--- config.mk ---
export PLATFORM = sky130hd
export DESIGN_NAME = autoconfig_ctrl
export DESIGN_NICKNAME = d
export VERILOG_FILES = /design/src/rtl/gottagofast_pkg.sv /design/src/rtl/autoconfig_rom.sv /design/src/rtl/autoconfig_ctrl.sv
export SDC_FILE = /design/constraint.sdc
export NUM_CORES = 1
export LEC_CHECK = 0
export CAP_MARGIN = 20
export CORE_UTILIZATION = 38
export CTS_BUF_LIST = sky130_fd_sc_hd__clkbuf_16
export DETAILED_ROUTE_END_ITERATION = 7
export GPL_ROUTABILITY_DRIVEN = 0
export PLACE_DENSITY = 0.75
export SLEW_MARGIN = 20
export SYNTH_ARGS = -nofsm -noshare
export SYNTH_HDL_FRONTEND = slang
export SYNTH_HIERARCHICAL = 1
export SYNTH_SLANG_ARGS = --single-unit
--- constraint.sdc ---
create_clock -name CLK -period 1.4 [get_ports CLK]
set_input_delay 0.21 -clock CLK [delete_from_list [all_inputs] [get_ports CLK]]
set_output_delay 0.21 -clock CLK [all_outputs]
set_load 0.005 [all_outputs]
--- src/rtl/gottagofast_pkg.sv ---
// Shared constants for the FastRAM autoconfig responder.
// Register offsets are ADDR[8:1] values inside the $E8xxxx config space.
package gottagofast_pkg;

  localparam logic [7:0] REG_BASE   = 8'h24;
  localparam logic [7:0] REG_SHUTUP = 8'h26;

  localparam logic [3:0] ERT_SIZE_2M = 4'h6;
  localparam logic [3:0] ERT_TYPE    = 4'hE;

  typedef enum logic {
    OFFER = 1'b0,
    DONE  = 1'b1
  } state_e;

endpackage

--- src/rtl/autoconfig_rom.sv ---
// Autoconfig ROM nibble lookup by config-space offset.
// Every block offered presents the same identity.
module autoconfig_rom
  import gottagofast_pkg::*;
#(
  parameter logic [15:0] MFG_ID  = 16'h07DB,
  parameter logic [7:0]  PROD_ID = 8'd69,
  parameter logic [15:0] SERIAL  = 16'd421
) (
  input  logic [7:0] i_off,
  output logic [3:0] o_nib
);

  localparam logic [15:0] MFG_N = ~MFG_ID;
  localparam logic [7:0]  PRD_N = ~PROD_ID;
  localparam logic [15:0] SER_N = ~SERIAL;

  always_comb begin
    o_nib = 4'hF;
    case (i_off)
      8'h00: o_nib = ERT_TYPE;
      8'h01: o_nib = ERT_SIZE_2M;
      8'h02: o_nib = PRD_N[7:4];
      8'h03: o_nib = PRD_N[3:0];
      8'h04: o_nib = ~4'h8;
      8'h05: o_nib = ~4'h0;
      8'h08: o_nib = MFG_N[15:12];
      8'h09: o_nib = MFG_N[11:8];
      8'h0A: o_nib = MFG_N[7:4];
      8'h0B: o_nib = MFG_N[3:0];
      8'h10: o_nib = SER_N[15:12];
      8'h11: o_nib = SER_N[11:8];
      8'h12: o_nib = SER_N[7:4];
      8'h13: o_nib = SER_N[3:0];
      8'h20: o_nib = 4'h0;
      8'h21: o_nib = 4'h0;
      default: o_nib = 4'hF;
    endcase
  end

endmodule

--- src/rtl/autoconfig_ctrl.sv ---
// Zorro II autoconfig responder for the 8MB FastRAM card.
// Offers up to NUM_BLOCKS 2MB blocks, then passes the chain on.
module autoconfig_ctrl
  import gottagofast_pkg::*;
#(
  parameter logic [15:0] MFG_ID     = 16'h07DB,
  parameter logic [7:0]  PROD_ID    = 8'd69,
  parameter logic [15:0] SERIAL     = 16'd421,
  parameter int          NUM_BLOCKS = 4
) (
  input  logic        CLK,
  input  logic        RESETn,
  input  logic        CFGINn,
  input  logic        ASn,
  input  logic        UDSn,
  input  logic        RWn,
  input  logic [23:1] ADDR,
  input  logic [3:0]  DBUS_IN,
  output logic [3:0]  DBUS_OUT,
  output logic        DBUS_OE,
  output logic        CFGOUTn,
  output logic [7:0]  addr_match,
  output logic        configured,
  output logic [1:0]  block_idx
);

  localparam logic [1:0] LAST = 2'(NUM_BLOCKS - 1);

  logic       r_as_q;
  logic       r_uds_q;
  logic       r_rw_q;
  logic       r_cfgin;
  logic       r_taken;
  state_e     r_state;
  logic [3:0] r_dout;
  logic       r_cfgout;
  logic [7:0] r_match;
  logic       r_conf;
  logic [1:0] r_idx;

  logic [7:0] w_off;
  logic [3:0] w_rom;
  logic       w_as_rise;
  logic       w_cfg_sel;
  logic       w_wr_stb;
  logic [7:0] w_grant;

  assign w_off     = ADDR[8:1];
  assign w_as_rise = !r_as_q && ASn;
  assign w_cfg_sel = (ADDR[23:16] == 8'hE8) && !r_cfgin
                   && (r_state != DONE);
  assign w_wr_stb  = w_cfg_sel && !r_as_q && !r_rw_q
                   && !r_uds_q && !r_taken;

  autoconfig_rom #(
    .MFG_ID (MFG_ID),
    .PROD_ID(PROD_ID),
    .SERIAL (SERIAL)
  ) u_rom (
    .i_off(w_off),
    .o_nib(w_rom)
  );

  // Base value 2/4/6/8 selects the 2MB pair $200000/$400000/...
  always_comb begin
    w_grant = 8'h00;
    case (DBUS_IN)
      4'h2: w_grant = 8'h03;
      4'h4: w_grant = 8'h0C;
      4'h6: w_grant = 8'h30;
      4'h8: w_grant = 8'hC0;
      default: w_grant = 8'h00;
    endcase
  end

  always_ff @(posedge CLK or negedge RESETn) begin
    if (!RESETn) begin
      r_as_q   <= 1'b1;
      r_uds_q  <= 1'b1;
      r_rw_q   <= 1'b1;
      r_cfgin  <= 1'b1;
      r_taken  <= 1'b0;
      r_state  <= OFFER;
      r_dout   <= 4'hF;
      r_cfgout <= 1'b1;
      r_match  <= 8'h00;
      r_conf   <= 1'b0;
      r_idx    <= 2'd0;
    end else begin
      r_as_q  <= ASn;
      r_uds_q <= UDSn;
      r_rw_q  <= RWn;
      if (w_as_rise)
        r_cfgin <= CFGINn;
      if (w_as_rise)
        r_taken <= 1'b0;
      else if (w_wr_stb)
        r_taken <= 1'b1;
      if (w_cfg_sel && RWn)
        r_dout <= w_rom;
      if (w_wr_stb) begin
        unique case (1'b1)
          (w_off == REG_BASE): begin
            r_match <= r_match | w_grant;
            r_conf  <= 1'b1;
            if (r_idx == LAST)
              r_state <= DONE;
            else
              r_idx <= r_idx + 2'd1;
          end
          (w_off == REG_SHUTUP): r_state <= DONE;
          default: ;
        endcase
      end
      // Chain hands over only once the final config cycle has ended
      if (w_as_rise && (r_state == DONE))
        r_cfgout <= 1'b0;
    end
  end

  assign DBUS_OE    = RESETn && w_cfg_sel && RWn && !ASn && !UDSn;
  assign DBUS_OUT   = r_dout;
  assign CFGOUTn    = r_cfgout;
  assign addr_match = r_match;
  assign configured = r_conf;
  assign block_idx  = r_idx;

endmodule
# --- Word level (Yosys, flattened, before mapping) ---
# Memory sizes are Yosys's and may differ from the RTL's.
# Index checks and enable logic that the tools add are counted.
totals:
  ff_bits: 22
  rom_bits: 256
  in_bits: 33
  output_inout_bits: 17
  wordCells: 57
  n_memories: 1
classes:
  add_sub_neg: 1
  eq_ne: 9
  mux: 6
  n_bitwise: 3
  n_reduce_logical: 26
memory_table:
  columns: ["name", "words", "width", "read_ports", "rd_clocked_by_memory_dff", "write_ports", "line", "rtl"]
  rows:
  - ["(name not given)", 64, 4, 1, 0, 0, "autoconfig_rom.sv:20", "case (i_off)"]
op_table:
  columns: ["operator", "n"]
  rows:
  - ["8-bit case mux with 4 select lines", 1]
  - ["8-bit by 6-bit equality test with 1-bit output (second input constant)", 2]
  - ["1-bit logical AND", 13]
  - ["4-bit by 3-bit equality test with 1-bit output (second input constant)", 2]
  - ["8-bit equality test (second input constant)", 1]
  - ["8-bit OR", 1]
  - ["1-bit zero test", 7]
  - ["3-bit AND reduction", 2]
  - ["4-bit by 2-bit equality test with 1-bit output (second input constant)", 1]
  - ["4-bit equality test (second input constant)", 1]
  - ["4-bit 2-to-1 mux", 1]
  - ["2-bit nonzero test", 2]
  - ["1-bit 2-to-1 mux", 3]
  - ["2-bit by 1-bit adder with 2-bit output (second input constant)", 1]
  - ["2-bit equality test (second input constant)", 1]
  - ["2-bit zero test", 1]
  - ["2-bit by 1-bit != test with 1-bit output (second input constant)", 1]
  - ["1-bit inverter", 2]
  - ["1-bit case mux with 2 select lines", 1]
  - ["2-bit AND reduction", 1]

# --- Longest topological paths before layout ---
# Gate-level depths: netlist (run 1).
logic_depth:
  word_depth: 9
  ltp_mapped: 6
  mapped_depth_nobuf: 6

# --- By module ---
# Netlist (run 1), hierarchy kept.
modules_own_cells:
  columns: ["mod", "instances", "cells_per_inst", "area_each_um2", "seq_area_each_um2"]
  rows:
  - ["autoconfig_ctrl", 1, 67, 942.2, 561.8]
  - ["autoconfig_rom", 1, 31, 251.5, 0.0]

# --- Worst setup path after synthesis (run 1) ---
# Ideal clock, no wire load.
synth_path:
  kind: "input port to flip-flop"
  start: "input ADDR[3] in the netlist's numbering"
  end: "register r_dout[2], in the netlist DBUS_OUT[2]"
  setup_time_ns: 0.082
  arrival_ns: 1.464
  required_time_ns: 1.318
  setup_slack_ns: -0.146
  stages: 5
  n_path_buf: 1
  cell_sequence: "buf_6 or4_4 a211oi_2 o31ai_1 mux2_2"
synth_between:
  elab_chain_len: 2
synth_lines:
  columns: ["item", "line", "rtl"]
  rows:
  - ["start, declared", "autoconfig_ctrl.sv:17", "input logic [23:1] ADDR,"]
  - ["memory read 64 x 4 bit", null, null]
  - ["4-bit 2-to-1 mux", "autoconfig_rom.sv:20", null]
  - ["named net w_rom[2]", "autoconfig_ctrl.sv:42", "logic [3:0] w_rom;"]
  - ["end signal, assigned", "autoconfig_ctrl.sv:100", "r_dout <= w_rom;"]
  - ["end, declared", "autoconfig_ctrl.sv:35", "logic [3:0] r_dout;"]
# The timed path passes the listed nets, and every way through them passes these cells.
# A chain may end at the register's enable or synchronous reset.

# --- Worst setup path in the final report (run 1) ---
layout_path:
  start: "register r_state"
  end: "output DBUS_OE"
layout_between:
  elab_chain_len: 6
layout_lines:
  columns: ["item", "line", "rtl"]
  rows:
  - ["start, declared", "autoconfig_ctrl.sv:34", "state_e r_state;"]
  - ["start signal, assigned", "autoconfig_ctrl.sv:83", "r_state <= OFFER;"]
  - ["start signal, assigned", "autoconfig_ctrl.sv:107", "r_state <= DONE;"]
  - ["start signal, assigned", "autoconfig_ctrl.sv:111", "(w_off == REG_SHUTUP): r_state <= DONE;"]
  - ["1-bit inverter", "autoconfig_ctrl.sv:51", "&& (r_state != DONE);"]
  - ["1-bit logical AND", "autoconfig_ctrl.sv:51", null]
  - ["1-bit logical AND (4 in a row)", "autoconfig_ctrl.sv:121", "assign DBUS_OE = RESETn && w_cfg_sel && RWn && !ASn && !UDSn;"]
  - ["end, declared", "autoconfig_ctrl.sv:20", "output logic DBUS_OE,"]
# No other way between the ends.

==> impl_metrics.env, run 1 <==
export IMPL_status="finished with violations"
export IMPL_violations="DRC, setup timing"
export IMPL_fin_nets=220
export IMPL_cts_sinks=22
export IMPL_io_pins=50
export IMPL_final_cell_mix="buf_4, dlygate4sd2_1, clkdlybuf4s50_1"
export IMPL_worstSkewPairLatency_ps=260
export IMPL_numCtsBuffers=3
export IMPL_crit_type="flip-flop to output pin"
export IMPL_period_share_pct=114.7
export IMPL_n_antenna_cell=0
export IMPL_synth_top_area_share_pct=27.25
export IMPL_critPathMaxStageDelay_ps=410
export IMPL_firstDrtPassIters=6
export IMPL_ctsHoldBuffers=0
export IMPL_worst_pin_slew_ps=293.9
export IMPL_critPathArrivalTime_ps=1400
export IMPL_syn_avg_cell_area_um2=12.18
export IMPL_port_buffers=42
export IMPL_worst_slack_ps=-205.8
export IMPL_max_freq_mhz=622.8
export IMPL_routed_wl_um=3392
export IMPL_yosys_area_top_type="dfrtp_1"
export IMPL_pre_cts_ws_ps=-722.3
export IMPL_reg2reg_slack_ps=-190
export IMPL_tritoncts="built"
export IMPL_synth_warnings=6
export IMPL_final_hold_violation_count=0
export IMPL_grt_pass1_vias=1165
export IMPL_fin_skew_ps=5.891
export IMPL_vias_per_cell=5.072
export IMPL_vias=1121
export IMPL_yosysUniqueCellTypes=39
export IMPL_synth_area_um2=1194
export IMPL_seq_area_frac_synth_pct=47.06
export IMPL_final_layout_size_suffix_gt1_share_pct=48.60
export IMPL_drv_cap=0
export IMPL_drt_wirelength_per_cell_um=15.35
export IMPL_core_um2=2877
export IMPL_rows=19
export IMPL_syn_inst=98
export IMPL_ir_drop_v=0.001008
export IMPL_dpl_hpwl_um=2331
export IMPL_final_antenna_net_count=0
export IMPL_fp_dieH_um=58.05
export IMPL_min_path_type="input pin to async pin"
export IMPL_min_period_ps=1606
export IMPL_drc_errors=3
export IMPL_setup_tns_ps=-1371
export IMPL_finalPower_w=0.001694
export IMPL_path_clk_slew_ps=60
export IMPL_start_util_pct=41.50
export IMPL_area_growth_pct=79.66
export IMPL_slew_headroom_pct=80.35
export IMPL_cp_slowest_cell="dfrtp_1"
export IMPL_grt_max_degree=23
export IMPL_leakage_nw=1.025
export IMPL_overflow=0
export IMPL_synth_nets=138
export IMPL_crit_chain="nor2_4, and2_4, nand3_2, nor4b_2, buf_2"
export IMPL_drv_slew=0
export IMPL_first_iter_violations=18
export IMPL_die_x_um=58.05
export IMPL_required_ps=1190
export IMPL_endpoint_kind="output pin"
export IMPL_cp_start_kind="flip-flop"
export IMPL_final_common_cell="buf_4"
export IMPL_reg2reg_depth=5
export IMPL_dpl_cell_area_um2=1871
export IMPL_ys_ff_latch=22
export IMPL_grt_pass1_wl_um=5099
export IMPL_synthTopCellsByArea="dfrtp_1, dfstp_2, ha_1"
export IMPL_setup_violations=12
export IMPL_grt_total_usage_pct=20.35
export IMPL_crit_fanout=3
export IMPL_clk_path_buf_depth=2
export IMPL_hold_ws_ps=348.8
export IMPL_antenna_found_initial=0
export IMPL_final_cell_area_um2=2145
export IMPL_cts_max_level=1
export IMPL_power_per_cell_area_nw_per_um2=789.8
export IMPL_rsz0062_at_grt="true"
export IMPL_clock_root_buffer="clkbuf_16"
export IMPL_die_area_um2=3369
==> worst paths after layout <==
path,from,end
min in group CLK,ADDR[3],DBUS_OUT[3]$_DFFE_PN1P_
max,r_state$_DFFE_PN0P_,DBUS_OE
max in group asynchronous,RESETn,DBUS_OUT[0]$_DFFE_PN1P_
min,RESETn,configured$_DFFE_PN0P_
max reg2reg,r_uds_q$_DFF_PN1_,addr_match[5]$_DFFE_PN0P_
min reg2reg,configured$_DFFE_PN0P_,configured$_DFFE_PN0P_
==> layout make-up <==
class | count | area, µm²
well taps | 42 | 52.55
clock buffers | 3 | 75.07
fillers | 187 | 732.0
clock inverters | 1 | 30.03
repair buffers | 79 | 680.7
flip-flops and latches | 22 | 561.8
multi-input cells | 69 | 725.7
inverters | 5 | 18.77
==> Yosys cell counts, drive strengths merged <==
cell / number
a211o: 1
a211oi: 1
a21boi: 1
a21oi: 3
a31o: 3
a41o: 2
and2: 1
and4b: 1
buf: 1
clkbuf: 1
dfrtp: 13
dfstp: 9
ha: 7
inv: 5
mux2: 6
mux2i: 2
nand2b: 2
nand3: 3
nand3b: 3
nand4: 2
nor2: 6
nor2b: 1
nor3: 3
nor3b: 1
nor4: 3
nor4b: 3
o21ai: 2
o21bai: 4
o31ai: 3
or3: 1
or3b: 1
or4: 1
or4b: 1
xor2: 1
==> cell families (layout without fill, tap and decap cells) <==
group | Yosys count | in the layout | synth area share [%]
AOI/OAI and AO/OA | 20 | 20 | 12.79
xor gates and xnor gates | 1 | 1 | 0.7339
adders and majority gates | 7 | 7 | 7.337
buffers and inverters | 7 | 88 | 2.830
DFF | 22 | 22 | 47.07
muxes | 8 | 8 | 7.337
and+or+nand+nor | 33 | 33 | 21.91
==> through the flow <==
stage / util, % / instances
finish: 74.55 / 221
global route: 74.55 / 221
CTS: 71.99 / 218
detailed placement: 65.03 / 207
global placement: 65.03 / 207
floorplan: - / 98
==> per-layer routing <==
metal | global-route usage [%] | share of wire (%)
met5 | 0 | 0
met4 | 4.082 | 1.1
met3 | 6.696 | 6.6
met2 | 35.30 | 52
met1 | 24.75 | 40
==> sequential cells by signal, summed over array words and instances (netlist names) <==
| signal | count |
|---|---|
| addr_match | 8 |
| r_rw_q | 1 |
| r_as_q | 1 |
| CFGOUTn | 1 |
| block_idx | 2 |
| r_taken | 1 |
| r_cfgin | 1 |
| r_uds_q | 1 |
| DBUS_OUT | 4 |
| r_state | 1 |
| configured | 1 |
==> report_power, final <==
part	leakage, nW	internal [W]	switching, W
clock network	0.0511	0.000568	0.000231
logic	0.704	0.000130	0.000103
registers	0.270	0.000653	0.00000864
total	1.02	0.00135	0.000343
==> worst max-delay path, delay by kind of cell (launching register included) <==
kind	cells	cell delay, ps
AND/OR/NAND/NOR	4	580
flip-flops	1	410
buffers and inverters	1	150
==> timing repair <==
action / in CTS / in global routing
gates resized for setup: 57 / 13
pin swaps: 15 / 19
endpoints found under the setup margin: 24 / 17
setup buffers: 7 / 4
endpoints found under the hold margin: 0 / 0
Power figures use the tool's default switching activity.
==> inputs of run 2 (changes only) <==
CORE_MARGIN = 5   (was unset)
==> impl_metrics.env, run 2 (same netlist as run 1, synthesis figures left out) <==
export IMPL_final_antenna_net_count=0
export IMPL_drc_errors=0
export IMPL_worst_pin_slew_ps=298.7
export IMPL_vias=1103
export IMPL_fillers=217
export IMPL_postLayoutCoreUtil_pct=70.12
export IMPL_rsz0062_at_grt="true"
export IMPL_max_freq_mhz=640.9
export IMPL_die_area_um2=4362
export IMPL_tritoncts="built"
export IMPL_slew_headroom_pct=79.92
export IMPL_drv_cap=0
export IMPL_setup_violations=12
export IMPL_vias_per_cell=4.968
export IMPL_min_period_ps=1560
export IMPL_final_cell_mix="buf_4, clkdlybuf4s50_1, dlygate4sd2_1"
export IMPL_numCtsBuffers=3
export IMPL_path_clk_slew_ps=60
export IMPL_reg2reg_from="r_uds_q$_DFF_PN1_"
export IMPL_drv_slew=0
export IMPL_final_hold_violation_count=0
export IMPL_cp_start_kind="flip-flop"
export IMPL_critPathArrivalTime_ps=1350
export IMPL_area_growth_pct=77.88
export IMPL_ctsHoldBuffers=0
export IMPL_fin_nets=219
export IMPL_io_pins=50
export IMPL_drt_wirelength_per_cell_um=15.04
export IMPL_clk_path_buf_depth=2
export IMPL_grt_pass1_vias=1222
export IMPL_first_iter_violations=47
export IMPL_overflow=0
export IMPL_status="finished with violations"
export IMPL_fp_dieH_um=66.05
export IMPL_setup_tns_ps=-1197
export IMPL_largest_reg_flops=8
export IMPL_firstDrtPassIters=4
export IMPL_grt_total_usage_pct=16.28
export IMPL_final_layout_size_suffix_gt1_share_pct=48.31
export IMPL_leakage_nw=1.012
export IMPL_cts_max_level=1
export IMPL_n_antenna_cell=0
export IMPL_crit_fanout=2
export IMPL_antenna_found_initial=0
export IMPL_grt_max_degree=23
export IMPL_worst_slack_ps=-160.4
export IMPL_crit_type="flip-flop to output pin"
export IMPL_min_path_type="input pin to async pin"
export IMPL_rows=20
export IMPL_cts_sinks=22
export IMPL_period_share_pct=111.5
export IMPL_dpl_hpwl_um=2466
export IMPL_fin_skew_ps=3.418
export IMPL_clock_root_buffer="clkbuf_16"
export IMPL_violations="setup timing"
export IMPL_final_common_cell="buf_4"
export IMPL_start_util_pct=39.42
export IMPL_routed_wl_um=3338
export IMPL_required_ps=1190
export IMPL_worstSkewPairLatency_ps=250
export IMPL_port_buffers=42
export IMPL_endpoint_kind="output pin"
export IMPL_die_x_um=66.05
export IMPL_power_per_cell_area_nw_per_um2=788.8
export IMPL_grt_pass1_wl_um=5547
export IMPL_cp_startpoint="r_cfgin$_DFFE_PN1P_"
export IMPL_finalPower_w=0.001675
export IMPL_ir_drop_v=0.0006702
export IMPL_core_um2=3028
==> run 2: layout make-up <==
type                            count  area [µm²]  area share, %
Clock buffer                        3       75.07          3.536
Sequential cell                    22       561.8          26.46
Inverter                            5       18.77         0.8839
Multi-Input combinational cell     69       716.9          33.77
Timing Repair Buffer               78       665.6          31.35
Tap cell                           44       55.05          2.593
Clock inverter                      1       30.03          1.414
==> run 2: routing by layer <==
layer | share of wire, % | GRT usage [%] | up-vias | routed length (µm)
li1 | - | - | 526 | -
met2 | 56 | 31.16 | 23 | 1867
met1 | 39 | 18.17 | 552 | 1307
met3 | 4.5 | 3.401 | 2 | 150
met4 | 0.42 | 3.807 | 0 | 14
met5 | 0 | 0 | - | 0
==> run 2: power breakdown <==
| part | internal (W) | total (W) | switching [W] | leakage [nW] |
|---|---|---|---|---|
| Sequential | 0.000652 | 0.000660 | 0.00000748 | 0.270 |
| Clock | 0.000567 | 0.000788 | 0.000221 | 0.0511 |
| Combinational | 0.000127 | 0.000227 | 0.000100 | 0.691 |
==> run 2: worst paths after layout <==
path                       cells after the start                        end  slack [ps]
max                                            5                    DBUS_OE        -160
min                                            2        r_taken$_DFFE_PN0P_         340
max reg2reg                                    5  addr_match[0]$_DFFE_PN0P_        -150
min reg2reg                                    1  addr_match[5]$_DFFE_PN0P_         480
max in group asynchronous                      2           r_as_q$_DFF_PN1_         780
min in group CLK                               1          r_uds_q$_DFF_PN1_         440
==> run 2: what timing repair did <==
action / CTS / global route
endpoints found under the hold margin: 0 / 0
gates resized for setup: 58 / 10
setup endpoints to repair: 25 / 17
pin swaps: 21 / 14
cloned: 0 / 0
buffers inserted: 4 / 7
==> run 2: stage by stage <==
step / hold WS, ps / worst slack, ps / instances / area [µm²]
2_1_floorplan: -85.59 / -82.95 / 98 / 1210
3_3_place_gp: 450.5 / -666.1 / 210 / 1881
3_5_place_dp: 465.4 / -816.9 / 210 / 1881
4_1_cts: 349.4 / -234.2 / 218 / 2066
5_1_grt: 375.2 / -251.7 / 222 / 2123
6_report: 343.3 / -160.4 / 222 / 2123
==> run 2: critical path, cell delays in order, from the launching register on <==
cell     delay (ps)
dfstp_2         370
nor2_2          140
and2_4          160
nand3_2          70
nor4b_2         200
buf_2           150
==> inputs of run 3 (changes only) <==
CORE_UTILIZATION = 42   (was 38)
PLACE_DENSITY = 0.79   (was 0.75)
clock period = 1.75 ns   (was 1.4 ns; I/O delays follow)
==> impl_metrics.env, run 3 (same netlist as run 1, synthesis figures left out) <==
export IMPL_first_iter_violations=31
export IMPL_endpoint_kind="flip-flop"
export IMPL_cts_max_level=1
export IMPL_die_x_um=63.31
export IMPL_swShare_pct=18.44
export IMPL_n_antenna_cell=0
export IMPL_clk_path_buf_depth=2
export IMPL_grt_pass1_vias=1113
export IMPL_port_buffers=42
export IMPL_grt_max_degree=23
export IMPL_drv_slew=0
export IMPL_p_sw_w=0.0002414
export IMPL_drc_errors=0
export IMPL_reg2reg_slack_ps=140
export IMPL_period_share_pct=94.90
export IMPL_fin_skew_ps=3.561
export IMPL_power_per_cell_area_nw_per_um2=665.6
export IMPL_reg2reg_from="r_as_q$_DFF_PN1_"
export IMPL_max_freq_mhz=602.1
export IMPL_final_cell_mix="clkdlybuf4s50_1, buf_4, dfrtp_1"
export IMPL_final_layout_size_suffix_gt1_share_pct=39.02
export IMPL_path_clk_slew_ps=60
export IMPL_fin_nets=205
export IMPL_postLayoutCoreUtil_pct=71.95
export IMPL_drt_wirelength_per_cell_um=14.75
export IMPL_combPwrFrac_pct=12.6
export IMPL_min_path_type="input pin to async pin"
export IMPL_worstSkewPairLatency_ps=250
export IMPL_cp_start_kind="input pin"
export IMPL_fp_dieH_um=63.31
export IMPL_clkPwrFrac_pct=47.1
export IMPL_core_um2=2734
export IMPL_largest_reg_flops=8
export IMPL_final_antenna_net_count=0
export IMPL_clock_root_buffer="clkbuf_16"
export IMPL_routed_wl_um=2877
export IMPL_die_area_um2=4008
export IMPL_worst_pin_slew_ps=331.6
export IMPL_stdcell_count=195
export IMPL_regToRegEndpoint="block_idx[1]$_DFFE_PN0P_"
export IMPL_rsz0062_at_grt="false"
export IMPL_dpl_hpwl_um=2376
export IMPL_grt_pass1_wl_um=4954
export IMPL_dp_cells=191
export IMPL_critPathArrivalTime_ps=1840
export IMPL_overflow=0
export IMPL_crit_chain="dlygate4sd2_1, or4_4, a211oi_4, o21ai_1, mux2_2"
export IMPL_numCtsBuffers=3
export IMPL_hold_ws_ps=411.1
export IMPL_drv_cap=0
export IMPL_grt_total_usage_pct=15.23
export IMPL_tritoncts="built"
export IMPL_rows=19
export IMPL_cts_sinks=22
export IMPL_antenna_found_initial=0
export IMPL_start_util_pct=43.66
export IMPL_area_growth_pct=64.78
export IMPL_leakage_nw=0.9277
export IMPL_cp_slowest_cell="or4_4"
export IMPL_reg2reg_depth=4
export IMPL_final_common_cell="clkdlybuf4s50_1"
export IMPL_crit_type="input pin to flip-flop"
export IMPL_status="finished clean"
export IMPL_seq_power_share_pct=40.2
export IMPL_required_ps=1930
export IMPL_ir_drop_v=0.001071
export IMPL_io_pins=50
export IMPL_firstDrtPassIters=4
export IMPL_min_period_ps=1661
export IMPL_crit_fanout=4
export IMPL_critPathMaxStageDelay_ps=560
export IMPL_final_hold_violation_count=0
export IMPL_p_int_w=0.001068
export IMPL_vias=1020
export IMPL_setup_violations=0
export IMPL_slew_headroom_pct=77.71
export IMPL_vias_per_cell=5.231
==> run 3: per-layer routing <==
metal,up-vias,global-route usage [%],wire length (µm)
met5,-,0,0
li1,497,-,-
met2,21,28.08,1618
met3,4,4.618,123
met4,0,2.338,22
met1,498,17.49,1112
==> run 3: stage by stage <==
stage | power [W] | setup TNS, ps | cell area (µm²) | setup WS (ps)
5_1_grt | 0.001371 | 0 | 1967 | 6.992
4_1_cts | 0.001321 | 0 | 1913 | 8.561
3_5_place_dp | 0.0006987 | -4680 | 1803 | -537.2
3_3_place_gp | 0.0006934 | -3733 | 1803 | -478.2
6_report | 0.001309 | 0 | 1967 | 89.20
2_1_floorplan | 0.0005818 | 0 | 1194 | 151.4
==> run 3: how the worst max path moves through the flow <==
stage | startpoint | endpoint | slack [ps] | cells past startpoint
after floorplan | ADDR[3] | DBUS_OUT[2]$_DFFE_PN1P_ | 150 | 5
after global placement | ADDR[22] | DBUS_OE | -480 | 6
after detailed placement | ADDR[22] | DBUS_OE | -540 | 6
after CTS | ADDR[7] | block_idx[1]$_DFFE_PN0P_ | 9 | 5
after global routing | ADDR[7] | addr_match[0]$_DFFE_PN0P_ | 7 | 6
final | ADDR[2] | DBUS_OUT[1]$_DFFE_PN1P_ | 90 | 5
==> run 3: final cells by class <==
class,count,area (µm²)
flip-flops and latches,22,561.8
repair buffers,64,584.3
well taps,31,38.79
clock buffers,3,75.07
multi-input cells,69,658.1
inverters,5,18.77
fillers,194,767.0
clock inverters,1,30.03
==> run 3: repair_timing <==
item | 4_1_cts | 5_1_grt
resized for setup | 17 | 14
pin swaps | 8 | 8
buffers inserted | 0 | 0
setup endpoints to repair | 8 | 14
hold buffers | 0 | 0
==> run 3: critical path: cells and delay by family <==
family | cells | cell delay, ps
AOI/OAI and AO/OA | 2 | 460
buffers and inverters | 1 | 280
muxes | 1 | 270
and+or+nand+nor | 1 | 560
==> run 3: power by group through the flow <==
stage          sequential [W]  combinational (W)  clock (W)
2_1_floorplan        0.000533          0.0000490          0
4_1_cts              0.000526           0.000162   0.000633
3_5_place_dp         0.000535           0.000164          0
6_report             0.000527           0.000165   0.000617
3_3_place_gp         0.000534           0.000160          0
5_1_grt              0.000527           0.000182   0.000662
